<file path="src/rtl/fetch_stage.sv">
// Instruction fetch stage: credit-limited instruction memory requests, in-order PC tagging of
// responses and a small instruction buffer toward decode; flush redirects and drops stale data.
module fetch_stage #(
  parameter logic [31:0] RESET_PC   = 32'h0000_0000,
  parameter int unsigned FIFO_DEPTH = 2
) (
  input  logic        clk,
  input  logic        rst_n,
  input  logic        i_stall,
  input  logic        i_flush,
  input  logic [31:0] i_redirect_pc,
  output logic        o_imem_req,
  output logic [31:0] o_imem_addr,
  input  logic        i_imem_gnt,
  input  logic        i_imem_rvalid,
  input  logic [31:0] i_imem_rdata,
  output logic        o_if_valid,
  output logic [31:0] o_if_pc,
  output logic [31:0] o_if_instr
);

  localparam int unsigned     PtrW     = (FIFO_DEPTH > 2) ? 2 : 1;
  localparam logic [2:0]      DepthCnt = 3'(FIFO_DEPTH);
  localparam logic [PtrW-1:0] LastPtr  = PtrW'(FIFO_DEPTH - 1);

  function automatic logic [PtrW-1:0] ptr_inc(logic [PtrW-1:0] p);
    return (p == LastPtr) ? '0 : p + 1'b1;
  endfunction

  logic [31:0]     fpc_q, fpc_d;
  logic [2:0]      out_q, out_d;
  logic [2:0]      drop_q, drop_d;
  logic [2:0]      cnt_q, cnt_d;
  logic [PtrW-1:0] frd_q, frd_d, fwr_q, fwr_d;
  logic [PtrW-1:0] qrd_q, qrd_d, qwr_q, qwr_d;

  logic [31:0] pcq_mem   [FIFO_DEPTH];
  logic [31:0] fifo_pc   [FIFO_DEPTH];
  logic [31:0] fifo_inst [FIFO_DEPTH];

  logic [2:0] credit;
  logic       accept, keep_rsp, push, pop, fifo_nonempty;

  // Outstanding requests plus buffered words never exceed the buffer size, so pushes always fit.
  assign credit        = out_q + cnt_q;
  assign o_imem_req    = rst_n & ~i_flush & (credit < DepthCnt);
  assign o_imem_addr   = fpc_q;
  assign accept        = o_imem_req & i_imem_gnt;
  assign keep_rsp      = i_imem_rvalid & (drop_q == 3'd0);
  assign push          = ~i_flush & keep_rsp;
  assign fifo_nonempty = (cnt_q != 3'd0);
  assign o_if_valid    = fifo_nonempty & ~i_flush;
  assign pop           = o_if_valid & ~i_stall;
  assign o_if_pc       = fifo_nonempty ? fifo_pc[frd_q] : 32'h0;
  assign o_if_instr    = fifo_nonempty ? fifo_inst[frd_q] : 32'h0;

  always_comb begin
    fpc_d  = fpc_q;
    out_d  = out_q;
    drop_d = drop_q;
    cnt_d  = cnt_q;
    frd_d  = frd_q;
    fwr_d  = fwr_q;
    qrd_d  = qrd_q;
    qwr_d  = qwr_q;
    if (i_flush) begin
      // Every response still owed by memory belongs to the discarded path.
      fpc_d  = {i_redirect_pc[31:2], 2'b00};
      out_d  = out_q - {2'b00, i_imem_rvalid};
      drop_d = out_q - {2'b00, i_imem_rvalid};
      cnt_d  = '0;
      frd_d  = '0;
      fwr_d  = '0;
      qrd_d  = '0;
      qwr_d  = '0;
    end else begin
      if (accept) begin
        fpc_d = fpc_q + 32'd4;
        qwr_d = ptr_inc(qwr_q);
      end
      out_d = out_q + {2'b00, accept} - {2'b00, i_imem_rvalid};
      if (i_imem_rvalid && (drop_q != 3'd0)) begin
        drop_d = drop_q - 3'd1;
      end
      if (push) begin
        fwr_d = ptr_inc(fwr_q);
        qrd_d = ptr_inc(qrd_q);
      end
      if (pop) begin
        frd_d = ptr_inc(frd_q);
      end
      cnt_d = cnt_q + {2'b00, push} - {2'b00, pop};
    end
  end

  always_ff @(posedge clk or negedge rst_n) begin
    if (!rst_n) begin
      fpc_q  <= {RESET_PC[31:2], 2'b00};
      out_q  <= '0;
      drop_q <= '0;
      cnt_q  <= '0;
      frd_q  <= '0;
      fwr_q  <= '0;
      qrd_q  <= '0;
      qwr_q  <= '0;
    end else begin
      fpc_q  <= fpc_d;
      out_q  <= out_d;
      drop_q <= drop_d;
      cnt_q  <= cnt_d;
      frd_q  <= frd_d;
      fwr_q  <= fwr_d;
      qrd_q  <= qrd_d;
      qwr_q  <= qwr_d;
    end
  end

  // Storage needs no reset: occupancy is tracked by the pointers and counters above.
  always_ff @(posedge clk) begin
    if (accept) begin
      pcq_mem[qwr_q] <= fpc_q;
    end
    if (push) begin
      fifo_pc[fwr_q]   <= pcq_mem[qrd_q];
      fifo_inst[fwr_q] <= i_imem_rdata;
    end
  end

endmodule

</file>
<file path="config.mk">
export PLATFORM = sky130hd
export DESIGN_NAME = fetch_stage
export DESIGN_NICKNAME = d
export VERILOG_FILES = /design/src/rtl/fetch_stage.sv
export SDC_FILE = /design/constraint.sdc
export NUM_CORES = 1
export LEC_CHECK = 0
export CAP_MARGIN = 20
export CORE_AREA = 2 2 156 158
export DETAILED_ROUTE_END_ITERATION = 8
export DIE_AREA = 0 0 158 160
export MAX_ROUTING_LAYER = met4
export PLACE_DENSITY = 0.77
export SYNTH_ARGS = -nofsm -noshare
export SYNTH_HDL_FRONTEND = slang
export SYNTH_SLANG_ARGS = --single-unit
</file>
<file path="constraint.sdc">
create_clock -name clk -period 5.2 [get_ports clk]
set_input_delay 1.56 -clock clk [delete_from_list [all_inputs] [get_ports clk]]
set_output_delay 1.56 -clock clk [all_outputs]
set_load 0.03 [all_outputs]
</file>
==> results.toml, run 1 <==
[status]
status = "completed"

[critical_path]
end_kind = "output pin"
crit_required_ns = 3.64
critPathLaunchType = "flop"
arrival_ns = 2.75
worstPathMaxFanout = 6
crit_family = "buffers and inverters"
slowest_stage = "clkdlybuf4s50_1"
worst-path-buf-inv = 2
worstSetupPathType = "flop to output pin"
critPathMaxStageDelay_ns = 0.72
worstPathCellList = "inv_1 > fa_1 > xnor3_2 > nor3_1 > clkdlybuf4s50_1"

[clock_tree]
ctsHoldBuffers = 0
cts_sinks = 227
cts_max_path_buffers = 3
cts.root.buffer_cell = "clkbuf_16"
clkTransAtPathRegs_ns = 0.06
clkLatencyLatePin_ns = 0.51
cts_buffers = 24
post_cts_buffers = 0
htreeDepth = 1
cts-resized-gates = 0
cts_tree = "done"

[place]
dpl.hpwl_um = 14500
dpl_worst_slack_ns = 0.823
dp_cells = 1149
postPlaceCellArea_um2 = 11700
routabilityCongestion = 0.829
io_buffers = 161

[grt]
grt_remaining_overflow = 0
use_met1_pct = 22.1
antenna_found_initial = 1
grt_max_degree = 51
grtUsageTotal_pct = 17.7
grt_util_met2_pct = 29.4
gr-usage-met3_pct = 2.93
grt_pass1_wl_um = 33600
gr-max-usage-layer = "met2"
grt_pass1_vias = 6123

[routing]
dr.pass1.iters = 5
first_iter_violations = 416
drc = 0
avgRoutedWirePerCell_um = 18.6
vias_per_cell = 5.20
ant_nets = 0
routed_wl_um = 22200
via_count = 6206

[cells_and_area]
fin_nets = 933
area_growth_pct = 29.6
layout.area.seq_um2 = 6610
finalNonFillerCells = 1194
drive_above_1_share_pct = 11.5
fill_cells = 1947
post-route-util_pct = 52.8
multi_input_area_um2 = 2920
stdcell_area_um2 = 12600

[sta]
relSlewSlack_pct = 31.8
setup_violations = 0
fin_ws_ns = 0.887
worst_slew_pin_slew_ns = 1.02
rsz0062_at_grt = "false"
fin_crit_sh_pct = 82.9
finalCriticalPeriod_ns = 4.31
drv_slew = 0
max_freq_mhz = 232
hold_ws_ns = 0.562
clock_skew_ns = 0.0125
final_hold_viol_count = 0
tns_ns = 0

[flow_run]
drv_cap = 0

[yosys]
avgSynthCellArea_um2 = 14.2
yosysWarnings = 0
synth.top_cell.area_share_pct = 56.9
synth_cell_types = 52
synth_ff_type = "edfxtp_1"
yosys-top-cells-count = "edfxtp_1, nor2_1, mux2i_1"
synthCells = 683
ys_ff_latch = 227
synth_seq_area_share_pct = 68.0
synth_edf_count = 184
async_reset_ff_share_pct = 18.9
yosysTopAreaCell = "edfxtp_1"
yosysMostFrequentCell = "edfxtp_1"
netlist_area_um2 = 9710
ys_top_cells_by_area = "edfxtp_1, dfrtp_1, mux2i_1"

[power_and_ir_drop]
power.total_mw = 6.48
peakVddDrop_mv = 0.299
p_per_area_nw_per_um2 = 515
leakagePower_nw = 4.26

[floorplanning]
coreArea_um2 = 23800
initial_core_util_pct = 40.8
die_area_um2 = 25300
die_h_um = 160
die_w_um = 158
pin_count = 168
std_cell_rows = 57

[min_path]
hp-class = "flop to flop"
-- kinds of logic after synthesis --
logic type | after synthesis | share of synthesized area [%]
fa+ha+maj | 12 | 1.78
xor+xnor | 18 | 1.95
flops | 227 | 68.0
other cells | 1 | 0.0386
mux | 95 | 10.2
buf+inv | 50 | 2.29
simple gates | 210 | 11.0
compound gates | 70 | 4.78
-- routing by layer --
layer | vias to the layer above | part of all wire [%]
met2 | 224 | 49
met4 | 0 | 2.7
met5 | - | 0
li1 | 2913 | -
met3 | 36 | 6.6
met1 | 3033 | 41
-- layout make-up --
type,count,area share (%)
Antenna cell,1,0.0199
Clock buffer,31,5.47
Clock inverter,13,1.35
Inverter,12,0.358
Multi-Input combinational cell,409,23.2
Sequential cell,227,52.5
Tap cell,324,3.22
Timing Repair Buffer,177,13.9
-- cell usage in the layout (no fill, tap or decap), types with 4 or more instances in the layout --
master	count
mux2i_1	64
a31oi_1	13
nor3_1	7
edfxtp_1	184
nand2_1	25
conb_1	4
nor4_1	4
o211ai_1	7
o31ai_1	8
xnor2_1	9
ha_1	9
nand3_1	20
or3_1	8
mux2_2	31
nor2_1	85
nor2b_1	9
and3_1	4
nand4_1	14
o21ai_0	18
xor2_1	7
clkbuf_16	25
nand2b_1	6
and4_1	4
or4_1	11
clkdlybuf4s50_1	159
clkinv_2	6
dfrtp_1	42
inv_1	12
clkbuf_8	4
buf_4	14
a221oi_1	4
bufinv_16	4
a21oi_1	7
-- power breakdown --
part,total [mW],switching [mW],internal [mW]
sequential,2.31,0.165,2.14
clock,1.81,0.680,1.13
combinational,2.36,1.40,0.963
-- worst reg2reg max path, cell delays in order (launching register included) --
cell and delay (ns):
dfrtp_1 0.46, inv_1 0.10, fa_1 0.61, nand3_1 0.10, buf_4 0.16, nor2_1 0.39
nand2_1 0.17, ha_1 0.30, inv_1 0.04, ha_1 0.19, fa_1 0.38, xor2_1 0.16
o21ai_0 0.20, xor2_1 0.17
-- path summary, 6_finish.rpt --
check / from / endpoint / slack (ns) / cells past startpoint
hold reg to reg: pcq_mem[1][13]$_DFFE_PP_ / fifo_pc[0][13]$_DFFE_PP_ / 0.56 / 1
hold / removal: pcq_mem[1][13]$_DFFE_PP_ / fifo_pc[0][13]$_DFFE_PP_ / 0.56 / 1
setup / recovery: cnt_q[1]$_DFF_PN0_ / o_imem_req / 0.89 / 5
max in group asynchronous: rst_n / frd_q$_DFFE_PN0P_ / 3.54 / 2
setup reg to reg: cnt_q[1]$_DFF_PN0_ / out_q[2]$_DFF_PN0_ / 1.72 / 13
min in group asynchronous: rst_n / o_imem_addr[12]$_DFFE_PN0N_ / 1.19 / 2
-- registers in the layout, indices dropped and copies added, names as in the netlist --
signal,cells
cnt_q,3
drop_q,3
fifo_inst,64
fifo_pc,60
frd_q,1
fwr_q,1
o_imem_addr,30
out_q,3
pcq_mem,60
qrd_q,1
qwr_q,1
Power figures use the tool's default switching activity.
==> run 2: changes to the inputs <==
Settings changed: PLACE_DENSITY 0.77 to 0.79.
Clock period 5.2 ns to 3.88 ns, I/O delays scaled along.
==> run 2 against run 1 <==
Sequential share of layout area fell by 0.15 points. Register-to-register slack worse by 0.89 ns. Clock power is 25% higher. Critical path depth decreased by 1. Count of clock-buffer cells in the layout is 5 higher. Cell count grew 0.34%. Final area increased by 0.28%. Global-route usage about the same. Clock skew shrank 0.0028 ns. Flip-flop and latch count unchanged.
==> results.toml, run 2 (synthesis results as in run 1) <==
[cells_and_area]
area_growth_pct = 29.9
fin_nets = 938
mostFrequentLayoutCell = "edfxtp_1"
num_antenna_cells = 0
finalNonFillerCells = 1198
drive_above_1_share_pct = 11.6
post-route-util_pct = 53.0
largest-register = "fifo_inst"
stdcell_area_um2 = 12600
largest_register_ffs = 64
final_cell_mix = "edfxtp_1, clkdlybuf4s50_1, nor2_1"
largest_registers = "fifo_inst x64, fifo_pc x60, pcq_mem x60"

[sta]
setup_violations = 0
worst_slew_pin_slew_ns = 0.768
fin_crit_sh_pct = 92.4
drv_slew = 0
rsz0062_at_grt = "false"
hold_ws_ns = 0.565
tns_ns = 0
finalCriticalPeriod_ns = 3.59
relSlewSlack_pct = 48.3
final_hold_viol_count = 0
max_freq_mhz = 279
clock_skew_ns = 0.00970

[power_and_ir_drop]
p_comb_share_pct = 37.5
p_seq_share_pct = 36.1
clkPwrFrac_pct = 26.4
p_per_area_nw_per_um2 = 679
leakagePower_nw = 4.27
peakVddDrop_mv = 0.337
p_int_mw = 5.59
p_sw_share_pct = 34.7
switchingPower_mw = 2.97

[grt]
grt_remaining_overflow = 0
grt_pass1_wl_um = 33700
antenna_found_initial = 0
grt_max_degree = 67
grt_pass1_vias = 6170
grtUsageTotal_pct = 17.7

[min_path]
hp-class = "flop to flop"

[clock_tree]
cts_tree = "done"
cts_sinks = 227
htreeDepth = 1
clkTransAtPathRegs_ns = 0.06
cts_max_path_buffers = 3
clkLatencyLatePin_ns = 0.50
cts.root.buffer_cell = "clkbuf_16"
cts-resized-gates = 0
cts_buffers = 24

[routing]
dr.pass1.iters = 5
avgRoutedWirePerCell_um = 18.1
routed_wl_um = 21700
first_iter_violations = 585
drc = 0
via_count = 6139
vias_per_cell = 5.12
ant_nets = 0

[place]
postPlaceCellArea_um2 = 11800
dpl.hpwl_um = 14100
routabilityCongestion = 0.789
dp_cells = 1153
io_buffers = 161

[floorplanning]
std_cell_rows = 57
coreArea_um2 = 23800
die_h_um = 160
pin_count = 168
die_w_um = 158
initial_core_util_pct = 40.8
die_area_um2 = 25300

[flow_run]
drv_cap = 0

[critical_path]
worstPathMaxFanout = 23
crit_required_ns = 2.72
critPathLaunchType = "flop"
end_kind = "output pin"
worstSetupPathType = "flop to output pin"
arrival_ns = 2.42
r2r_slack_ns = 0.83

[status]
status = "completed"
## run 2: power groups by stage
stage | Sequential, mW | Clock [mW] | Combinational, mW
2_1_floorplan | 3.09 | 0 | 1.97
3_3_place_gp | 3.17 | 0 | 3.13
3_5_place_dp | 3.18 | 0 | 3.16
4_1_cts | 3.09 | 2.32 | 3.24
5_1_grt | 3.12 | 2.41 | 3.43
6_report | 3.09 | 2.26 | 3.21
## run 2: final timing paths
kind | end | cells past startpoint | from
max in group asynchronous | frd_q$_DFFE_PN0P_ | 2 | rst_n
hold / removal | fifo_pc[0][10]$_DFFE_PP_ | 1 | pcq_mem[1][10]$_DFFE_PP_
hold reg to reg | fifo_pc[0][10]$_DFFE_PP_ | 1 | pcq_mem[1][10]$_DFFE_PP_
min in group asynchronous | o_imem_addr[10]$_DFFE_PN0N_ | 2 | rst_n
setup reg to reg | out_q[2]$_DFF_PN0_ | 12 | cnt_q[1]$_DFF_PN0_
setup / recovery | o_if_instr[31] | 4 | frd_q$_DFFE_PN0P_
## run 2: final cells by class
type | count | area, um^2
timing repair buffer | 182 | 1840
fill | 1983 | 11200
tap | 324 | 405
multi-input combinational | 409 | 2920
inverter | 12 | 45.0
clock inverter | 8 | 101
sequential | 227 | 6610
clock buffer | 36 | 697
## run 2: repair_timing
item	4_1_cts	5_1_grt
setup endpoints to repair	1	0
endpoints found under the hold margin	0	0
hold buffers	0	0
setup buffers	1	0
## run 2: through the flow
stage	power (mW)	worst slack [ns]
2_1_floorplan	5.06	-0.747
6_report	8.56	0.293
3_5_place_dp	6.34	0.291
5_1_grt	8.96	0.150
4_1_cts	8.65	0.238
3_3_place_gp	6.29	0.328
## run 2: worst max-delay path, cell delays in order, from the launching register on
cell and delay, ns:
dfrtp_4 0.75, buf_12 0.26, mux2i_1 0.22, nor2_1 0.06, clkdlybuf4s50_1 0.61
## run 2: per-layer routing
| metal | GRT usage (%) | up-vias | wire length [um] |
|---|---|---|---|
| li1 | - | 2920 | - |
| met1 | 21.7 | 2960 | 8800 |
| met2 | 29.5 | 210 | 10800 |
| met3 | 3.28 | 49 | 1390 |
| met4 | 5.94 | 0 | 726 |
| met5 | - | - | 0 |
==> run 3: changes to the inputs <==
Settings changed: CAP_MARGIN 20 to not set, CELL_PAD_IN_SITES_DETAIL_PLACEMENT set to 0, CELL_PAD_IN_SITES_GLOBAL_PLACEMENT set to 1, CORE_AREA 2 2 156 158 to 2 2 161 163, DIE_AREA 0 0 158 160 to 0 0 163 165, PLACE_DENSITY 0.79 to 0.87.
==> run 3 against run 2 <==
Combinational power shrank 2%. Non-clock buffer count fell by 6. Critical path depth stayed put. Utilization shrank 2.4 points. Highest routed layer unchanged. Worst hold slack got worse by 0.066 ns.
==> results.toml, run 3 (synthesis results as in run 1) <==
[floorplanning]
std_cell_rows = 58
pin_count = 168
die_area_um2 = 26900
initial_core_util_pct = 38.8
die_w_um = 163
coreArea_um2 = 25000
die_h_um = 165

[power_and_ir_drop]
power.total_mw = 8.82
leakagePower_nw = 4.28
p_per_area_nw_per_um2 = 697
peakVddDrop_mv = 0.485

[grt]
grt_remaining_overflow = 0
grt_pass1_wl_um = 32300
grt_max_degree = 67
grt_pass1_vias = 5879
antenna_found_initial = 0
grtUsageTotal_pct = 16.0

[sta]
relSlewSlack_pct = 46.9
rsz0062_at_grt = "false"
worst_slew_pin_slew_ns = 0.789
setup_violations = 0
fin_crit_sh_pct = 96.7
clock_skew_ns = 0.0252
finalCriticalPeriod_ns = 3.75
hold_ws_ns = 0.499
max_freq_mhz = 266
fin_ws_ns = 0.127
tns_ns = 0
drv_slew = 0
final_hold_viol_count = 0

[place]
dpl_worst_slack_ns = 0.343
io_buffers = 161
postPlaceCellArea_um2 = 11800
routabilityCongestion = 0.771
dpl.hpwl_um = 13900

[critical_path]
critPathMaxStageDelay_ns = 0.84
rr_startpoint = "cnt_q[1]$_DFF_PN0_"
crit_end = "o_if_instr[21]"
arrival_ns = 2.59
end_kind = "output pin"
worstSetupPathType = "flop to output pin"
cp-startpoint = "frd_q$_DFFE_PN0P_"
reg2reg_to = "out_q[2]$_DFF_PN0_"
critPathLaunchType = "flop"
worstPathCellList = "buf_12 > mux2i_1 > nor2_1 > clkdlybuf4s50_1"
rr_worst_depth = 12
worstPathMaxFanout = 34
crit_required_ns = 2.72
r2r_slack_ns = 0.82
slowest_stage = "dfrtp_4"

[routing]
avgRoutedWirePerCell_um = 17.9
vias_per_cell = 5.13
ant_nets = 0
first_iter_violations = 449
drc = 0
via_count = 6142
dr.pass1.iters = 4
routed_wl_um = 21500

[min_path]
hp-class = "input pin to asynchronous set/reset pin"

[clock_tree]
cts-resized-gates = 0
htreeDepth = 1
post_cts_buffers = 0
cts_sinks = 227
ctsHoldBuffers = 0
cts.root.buffer_cell = "clkbuf_16"
cts_tree = "done"
clkLatencyLatePin_ns = 0.53
cts_max_path_buffers = 3
clkTransAtPathRegs_ns = 0.06
cts_buffers = 24

[cells_and_area]
fill_cells = 2116
largest_registers = "fifo_inst x64, fifo_pc x60, pcq_mem x60"
area_growth_pct = 30.3
multi_input_area_um2 = 2920
largest_register_ffs = 64
drive_above_1_share_pct = 11.2
num_antenna_cells = 0
fin_nets = 932
stdcell_area_um2 = 12700
layout.area.seq_um2 = 6610
largest-register = "fifo_inst"
mostFrequentLayoutCell = "edfxtp_1"
final_cell_mix = "edfxtp_1, clkdlybuf4s50_1, nor2_1"

[flow_run]
drv_cap = 0

[status]
status = "completed"
-- run 3: cell types whose count changed in the layout (fill, tap and decap cells not counted), sizes merged --
| cell | delta |
|---|---|
| clkinv | -1 |
| inv | +1 |
| bufinv | +5 |
| clkbuf | -5 |
| buf | -6 |
-- run 3: power breakdown --
group / internal, mW / leakage (nW) / switching (mW)
clock: 1.63 / 0.436 / 0.922
combinational: 1.32 / 1.69 / 1.83
sequential: 2.87 / 2.15 / 0.243
-- run 3: worst max-delay path: cells and delay by family (launching register included) --
kind / cells / cell delay [ns]
buffers and inverters: 2 / 0.98
muxes: 1 / 0.10
DFF: 1 / 0.84
and+or+nand+nor: 1 / 0.12
-- run 3: cell type report --
class	instances	area share (%)
flip-flops and latches	227	52.2
clock inverters	13	2.05
clock buffers	31	5.03
inverters	12	0.356
repair buffers	176	14.0
multi-input cells	409	23.1
well taps	330	3.26
-- run 3: worst min path at each step --
stage                            endpoint  slack, ns                         from
2_1_floorplan           qwr_q$_DFFE_PN0N_       0.52            qwr_q$_DFFE_PN0N_
3_3_place_gp     pcq_mem[0][31]$_DFFE_PP_       0.54  o_imem_addr[31]$_DFFE_PN0N_
3_5_place_dp     fifo_pc[0][25]$_DFFE_PP_       0.55     pcq_mem[1][25]$_DFFE_PP_
4_1_cts        o_imem_addr[5]$_DFFE_PN0N_       0.48                        rst_n
5_1_grt        o_imem_addr[5]$_DFFE_PN0N_       0.50                        rst_n
6_report       o_imem_addr[4]$_DFFE_PN0N_       0.50                        rst_n
-- run 3: through the flow --
step / utilization (%) / cells
after floorplan: - / 686
after global placement: 47.0 / 1154
after detailed placement: 47.0 / 1154
after CTS: 50.5 / 1198
after global routing: 50.5 / 1198
final: 50.5 / 1198
-- run 3: layer usage --
metal	global-route usage, %	vias up	share of wire, %
met2	27.6	189	50
met5	-	-	0
met1	19.4	3007	42
met3	2.64	36	5.5
met4	5.07	0	2.3
li1	-	2910	-
